<file path="src/rtl/plic_lite.sv">
// plic_lite: single-context platform-level interrupt controller.
// Level-sensitive sources pass through a gateway (pending/in-flight) and are
// arbitrated by priority against a threshold. Firmware claims and completes
// interrupts through a small word-addressed register window on the D-bus.
//
// Bus handshake: a request is accepted in IDLE when bus_ss & bus_bstart are
// both high. The block then spends exactly one cycle in RESP, where bus_done
// is high and bus_rdata carries read data. Register side effects land on the
// clock edge that ends RESP. bus_bstart is ignored while in RESP.
module plic_lite #(
    parameter int NUM_SRC    = 8,
    parameter int PRIO_W     = 3,
    parameter int BASE_OFS_W = 10
) (
    input  logic                  clk,
    input  logic                  rst,
    input  logic [NUM_SRC-1:0]    irq_src,
    input  logic                  bus_ss,
    input  logic                  bus_bstart,
    input  logic                  bus_write,
    input  logic [BASE_OFS_W-1:0] bus_addr,
    input  logic [31:0]           bus_wdata,
    output logic [31:0]           bus_rdata,
    output logic                  bus_done,
    output logic                  irq_ext
);

    localparam int ID_W = $clog2(NUM_SRC);
    localparam int WA_W = BASE_OFS_W - 2;

    // Word addresses (byte offset >> 2) of the fixed registers.
    localparam logic [WA_W-1:0] WA_PEND  = WA_W'(32'h020);
    localparam logic [WA_W-1:0] WA_EN    = WA_W'(32'h040);
    localparam logic [WA_W-1:0] WA_THR   = WA_W'(32'h080);
    localparam logic [WA_W-1:0] WA_CLAIM = WA_W'(32'h081);

    typedef enum logic {
        IDLE = 1'b0,
        RESP = 1'b1
    } bus_state_t;

    bus_state_t          state;
    logic                req_write;
    logic [WA_W-1:0]     req_word;
    logic [31:0]         req_wdata;

    logic [PRIO_W-1:0]   prio [NUM_SRC];
    logic [NUM_SRC-1:0]  pending;
    logic [NUM_SRC-1:0]  enable;
    logic [NUM_SRC-1:0]  inflight;
    logic [PRIO_W-1:0]   threshold;

    logic                sel_pend;
    logic                sel_en;
    logic                sel_thr;
    logic                sel_claim;
    logic [NUM_SRC-1:0]  sel_prio;
    logic                wr_fire;
    logic                rd_fire;
    logic                claim_fire;
    logic                complete_fire;

    logic [ID_W-1:0]     best_id;
    logic [PRIO_W-1:0]   best_prio;
    logic [31:0]         rdata_mux;

    // Byte-lane bits of the address and source 0 carry no meaning here.
    logic                unused_bits;
    assign unused_bits = ^{bus_addr[1:0], irq_src[0]};

    // Bus FSM: accept in IDLE, respond for one cycle in RESP.
    always_ff @(posedge clk or posedge rst) begin
        if (rst) begin
            state     <= IDLE;
            bus_done  <= 1'b0;
            req_write <= 1'b0;
            req_word  <= '0;
            req_wdata <= '0;
        end else begin
            case (state)
                IDLE: begin
                    if (bus_ss && bus_bstart) begin
                        state     <= RESP;
                        bus_done  <= 1'b1;
                        req_write <= bus_write;
                        req_word  <= bus_addr[BASE_OFS_W-1:2];
                        req_wdata <= bus_wdata;
                    end
                end
                RESP: begin
                    state    <= IDLE;
                    bus_done <= 1'b0;
                end
                default: begin
                    state    <= IDLE;
                    bus_done <= 1'b0;
                end
            endcase
        end
    end

    // Address decode of the latched request and the RESP-cycle strobes.
    always_comb begin
        sel_pend  = (req_word == WA_PEND);
        sel_en    = (req_word == WA_EN);
        sel_thr   = (req_word == WA_THR);
        sel_claim = (req_word == WA_CLAIM);
        sel_prio  = '0;
        for (int i = 1; i < NUM_SRC; i++) begin
            sel_prio[i] = (req_word == WA_W'(i));
        end
    end

    assign wr_fire       = (state == RESP) && req_write;
    assign rd_fire       = (state == RESP) && !req_write;
    assign complete_fire = wr_fire && sel_claim;
    // A claim that finds nothing eligible returns 0 and must not touch state.
    assign claim_fire    = rd_fire && sel_claim && (best_id != '0);

    // Arbitration: highest priority above threshold wins, lowest ID on ties.
    always_comb begin
        best_id   = '0;
        best_prio = '0;
        for (int i = 1; i < NUM_SRC; i++) begin
            if (pending[i] && enable[i] && (prio[i] > threshold) &&
                (prio[i] > best_prio)) begin
                best_id   = ID_W'(i);
                best_prio = prio[i];
            end
        end
    end

    // Read mux; the claim value is taken live so it reflects the RESP cycle.
    always_comb begin
        rdata_mux = '0;
        if (sel_pend)  rdata_mux = 32'(pending);
        if (sel_en)    rdata_mux = 32'(enable);
        if (sel_thr)   rdata_mux = 32'(threshold);
        if (sel_claim) rdata_mux = 32'(best_id);
        for (int i = 1; i < NUM_SRC; i++) begin
            if (sel_prio[i]) rdata_mux = 32'(prio[i]);
        end
    end

    assign bus_rdata = (bus_done && !req_write) ? rdata_mux : 32'h0;

    // Firmware-writable configuration: priorities, enables, threshold.
    always_ff @(posedge clk or posedge rst) begin
        if (rst) begin
            for (int i = 0; i < NUM_SRC; i++) begin
                prio[i] <= '0;
            end
            enable    <= '0;
            threshold <= '0;
        end else if (wr_fire) begin
            if (sel_en)  enable    <= req_wdata[NUM_SRC-1:0] & ~NUM_SRC'(1);
            if (sel_thr) threshold <= req_wdata[PRIO_W-1:0];
            for (int i = 1; i < NUM_SRC; i++) begin
                if (sel_prio[i]) prio[i] <= req_wdata[PRIO_W-1:0];
            end
        end
    end

    // Gateway: pending/in-flight tracking per source; a claim beats a new set.
    always_ff @(posedge clk or posedge rst) begin
        if (rst) begin
            pending  <= '0;
            inflight <= '0;
        end else begin
            pending[0]  <= 1'b0;
            inflight[0] <= 1'b0;
            for (int i = 1; i < NUM_SRC; i++) begin
                if (claim_fire && (best_id == ID_W'(i))) begin
                    pending[i]  <= 1'b0;
                    inflight[i] <= 1'b1;
                end else begin
                    if (complete_fire && (req_wdata == 32'(i)) && inflight[i]) begin
                        inflight[i] <= 1'b0;
                    end
                    if (!pending[i] && !inflight[i] && irq_src[i]) begin
                        pending[i] <= 1'b1;
                    end
                end
            end
        end
    end

    // Registered interrupt request to the core.
    always_ff @(posedge clk or posedge rst) begin
        if (rst) begin
            irq_ext <= 1'b0;
        end else begin
            irq_ext <= (best_id != '0);
        end
    end

endmodule

</file>
<file path="config.mk">
export PLATFORM = sky130hd
export DESIGN_NAME = plic_lite
export DESIGN_NICKNAME = d
export VERILOG_FILES = /design/src/rtl/plic_lite.sv
export SDC_FILE = /design/constraint.sdc
export NUM_CORES = 1
export LEC_CHECK = 0
export CAP_MARGIN = 25
export CORE_MARGIN = 2
export CORE_UTILIZATION = 25
export CTS_CLUSTER_DIAMETER = 60
export DETAILED_ROUTE_END_ITERATION = 10
export PLACE_DENSITY = 0.54
export SLEW_MARGIN = 20
export SYNTH_ARGS = -nofsm -noshare
export SYNTH_HDL_FRONTEND = slang
export SYNTH_SLANG_ARGS = --single-unit
export TNS_END_PERCENT = 5
</file>
<file path="constraint.sdc">
create_clock -name clk -period 15.5 [get_ports clk]
set_clock_uncertainty 0.2 [all_clocks]
set_input_delay 3.875 -clock clk [delete_from_list [all_inputs] [get_ports clk]]
set_output_delay 3.875 -clock clk [all_outputs]
set_load 0.01 [all_outputs]
</file>
==> metrics.csv <==
stage;metric;value;unit
outcome;run status;completed;
critical_path;critical path arrival;10.71;ns
logic_synthesis;top-count cell post-synth;nand2_1;
route;routed length on met3;790;um
flow_run;MaxCap Viol Count;0;
die;Initial Util;25.4;%
route;met1 wire length;7740;um
logic_synthesis;top cells by area, synth;dfrtp_1 (40%), nand2_1 (10%), ha_1 (8.3%);
grt;initial antenna violation count;0;
clock_network;Clock H-tree levels;3;
min_path;worst min-delay path startpoint;req_wdata[14];
final_layout;Finished Layout Cells;982;
clock_network;Sink Count;89;
power;Max rail drop VDD;0.0000443;V
timing;fmax;67.6;MHz
final_layout;Inserted Diodes;0;
critical_path;crit path max fanout;7;
logic_synthesis;Synth area leader;dfrtp_1;
critical_path;RR Endpoint;pending[5];
logic_synthesis;Primary FF master, synth;dfrtp_1;
timing;Final Cycle Share;95.4;%
die;Rows;54;
grt;first-pass GRT wire length;25900;um
critical_path;max incr delay on CP;0.50;ns
clock_network;clk slew on worst S/H paths;0.07;ns
power;Int Pwr;425;uW
min_path;Hold Path Class;reg -> reg;
route;DR vias/cell;4.82;
critical_path;FF-to-FF path depth;47;
grt;Total GRT Usage;13.9;%
logic_synthesis;post-synthesis cell type count;69;
critical_path;Setup crit start kind;register;
grt;largest net degree at the start of global routing;61;
place;HPWL Detailed;12100;um
critical_path;crit path max-delay cell type;a2111o_1;
route;residual DRC count;0;
logic_synthesis;FF+latch count, synth;89;
power;P_sw;182;uW
critical_path;worst reg-to-reg setup slack;4.99;ns
final_layout;# fillers;2319;
timing;pin slew with the least headroom to its limit;1.07;ns
route;final WL;16300;um
clock_network;Bufs on Longest Clock Path;2;
final_layout;synth-to-layout area growth;22.4;%
route;wire per inst;16.6;um
die;die width;153;um
critical_path;Crit path required time;11.43;ns
timing;PnR worst setup slack;0.713;ns
power;sequential share of power;46.6;%
clock_network;total CTS buffers;9;
die;Die ar.;23400;sq um
place;pre-CTS WS;0.624;ns
clock_network;CTS tree;yes;
timing;Rel. slew slack;27.8;%
place;placed insts;963;
timing;Final Hold Violating Endpoints;0;
power;LEAKAGE;0.00303;uW
power;Comb pwr share;16.9;%
grt;vias in the first global route;4783;
timing;# setup viols final;0;
power;Sw Ratio;30.0;%
critical_path;CP bufs+invs;4;
min_path;hold depth;2;
min_path;Hold Path End;req_wdata[14];
logic_synthesis;asr flop ratio synth;100;%
critical_path;critical path class;reg -> out;
die;Core Footprint;21800;sq um
logic_synthesis;post-synthesis cell count;633;
die;Die Span Y;153;um
route;max layer used;met4;
timing;final max-slew violation count;0;
power;Clk pwr share;36.5;%
route;ANT nets after route;0;
power;PwrDens;89.4;nW/um^2
critical_path;worst r2r src;prio[19];
logic_synthesis;Synth top area share;40.1;%
clock_network;hold_buf cts;0;
route;number of iterations in the first detailed-routing pass;5;
logic_synthesis;register area share after synthesis;40.1;%
final_layout;layout cells sized above 1;11.3;%
critical_path;critical path endpoint category;output pin;
clock_network;clk_lat worst skew;0.35;ns
power;Final Power;607;uW
logic_synthesis;Avg Cell Area, Syn;8.77;sq um
critical_path;Top Family by Delay on Critical Path;simple AND/OR/NAND/NOR gates;
logic_synthesis;Post-synth EDFFs;0;
final_layout;final core occ;31.1;%
timing;fin crit period;14.79;ns
logic_synthesis;Ys Warns;0;
logic_synthesis;Syn Std Cell Area;5550;sq um
final_layout;final net count;789;
place;Port Buffers;61;
die;I/O pin total;89;
route;DR WL met2;7300;um
route;via count;4736;
grt;GRT overflow;0;
route;Initial DRC Count;257;
place;Placer Congestion;0.887;
logic_synthesis;top post-synthesis cells by count;nand2_1 (149), dfrtp_1 (89), ha_1 (37);
critical_path;crit-path most repeated cell;ha_1;
clock_network;CTS root buffer;clkbuf_16;
-- final cells by class --
cell class | instances | area (sq um) | area share (%)
clock buffers | 13 | 280 | 4.13
clock inverters | 3 | 21.3 | 0.313
inverters | 30 | 114 | 1.68
multi-input cells | 489 | 3060 | 45.1
flip-flops and latches | 89 | 2230 | 32.8
well taps | 280 | 350 | 5.16
repair buffers | 78 | 738 | 10.9
-- per-stage QoR --
stage          hold slack (ns)  setup TNS, ns  area (sq um)
6_report                 0.277              0          6790
5_1_grt                  0.296        -0.0168          6790
4_1_cts                  0.283              0          6730
3_5_place_dp             0.267              0          6430
3_3_place_gp             0.264              0          6430
2_1_floorplan            0.246              0          5640
-- worst reg2reg max path: cells and delay by family (launching register included) --
family	cells	cell delay (ns)
AND/OR/NAND/NOR	20	3.96
AO/OA/AOI/OAI	16	3.05
multiplexers	1	0.22
buffers and inverters	3	0.34
adder cells (fa/ha/maj)	7	2.12
flip-flops	1	0.49
-- state kept, by name, indices dropped and copies added (netlist names) --
name and flops:
inflight 7, enable 7, state 1, req_write 1
threshold 3, req_word 8, irq_ext 1, bus_done 1
req_wdata 32, prio 21, pending 7
-- what timing repair did --
item                                    in CTS  in global routing
endpoints found under the setup margin       0                  3
setup buffers                                0                  3
resized for setup                            0                  8
-- metal layers --
layer	vias up	GRT usage, %
met5	-	0
met4	0	4.81
met3	28	2.50
met2	137	21.8
met1	2234	19.3
li1	2337	-
-- logic make-up after synthesis --
family | after synthesis | share of synthesized area (%)
simple gates | 279 | 23.7
flops | 89 | 40.1
buf+inv | 78 | 7.03
other cells | 1 | 0.0675
mux | 25 | 4.98
fa+ha+maj | 37 | 8.34
compound gates | 124 | 15.8
-- layout by cell type (no fill, tap or decap), drive strengths merged, types with 8 or more instances in the layout --
cell and count:
nand3 22, a21oi 23, nor3 13, conb 24, nor2b 10, a31oi 14
clkdlybuf4s50 61, o21ai 30, nor4 10, clkbuf 13, nor2 27, dfrtp 89
nand2 149, mux2 21, a22oi 8, ha 37, inv 29, nand4 8
buf 17
-- worst max path at each step --
stage / from / depth (start not counted) / end
floorplan: threshold[2] / 49 / bus_rdata[1]
global placement: prio[19] / 49 / bus_rdata[2]
detailed placement: prio[19] / 49 / bus_rdata[2]
CTS: prio[19] / 49 / bus_rdata[2]
global route: prio[19] / 49 / bus_rdata[2]
finish: prio[19] / 48 / bus_rdata[2]
-- power groups by stage --
stage               combinational, uW  sequential, uW  clock, uW
global route                      118             286        236
CTS                               103             283        226
detailed placement                102             287          0
global placement                  101             287          0
floorplan                        79.2             270          0
finish                            103             283        222
Power figures use the tool's default switching activity.
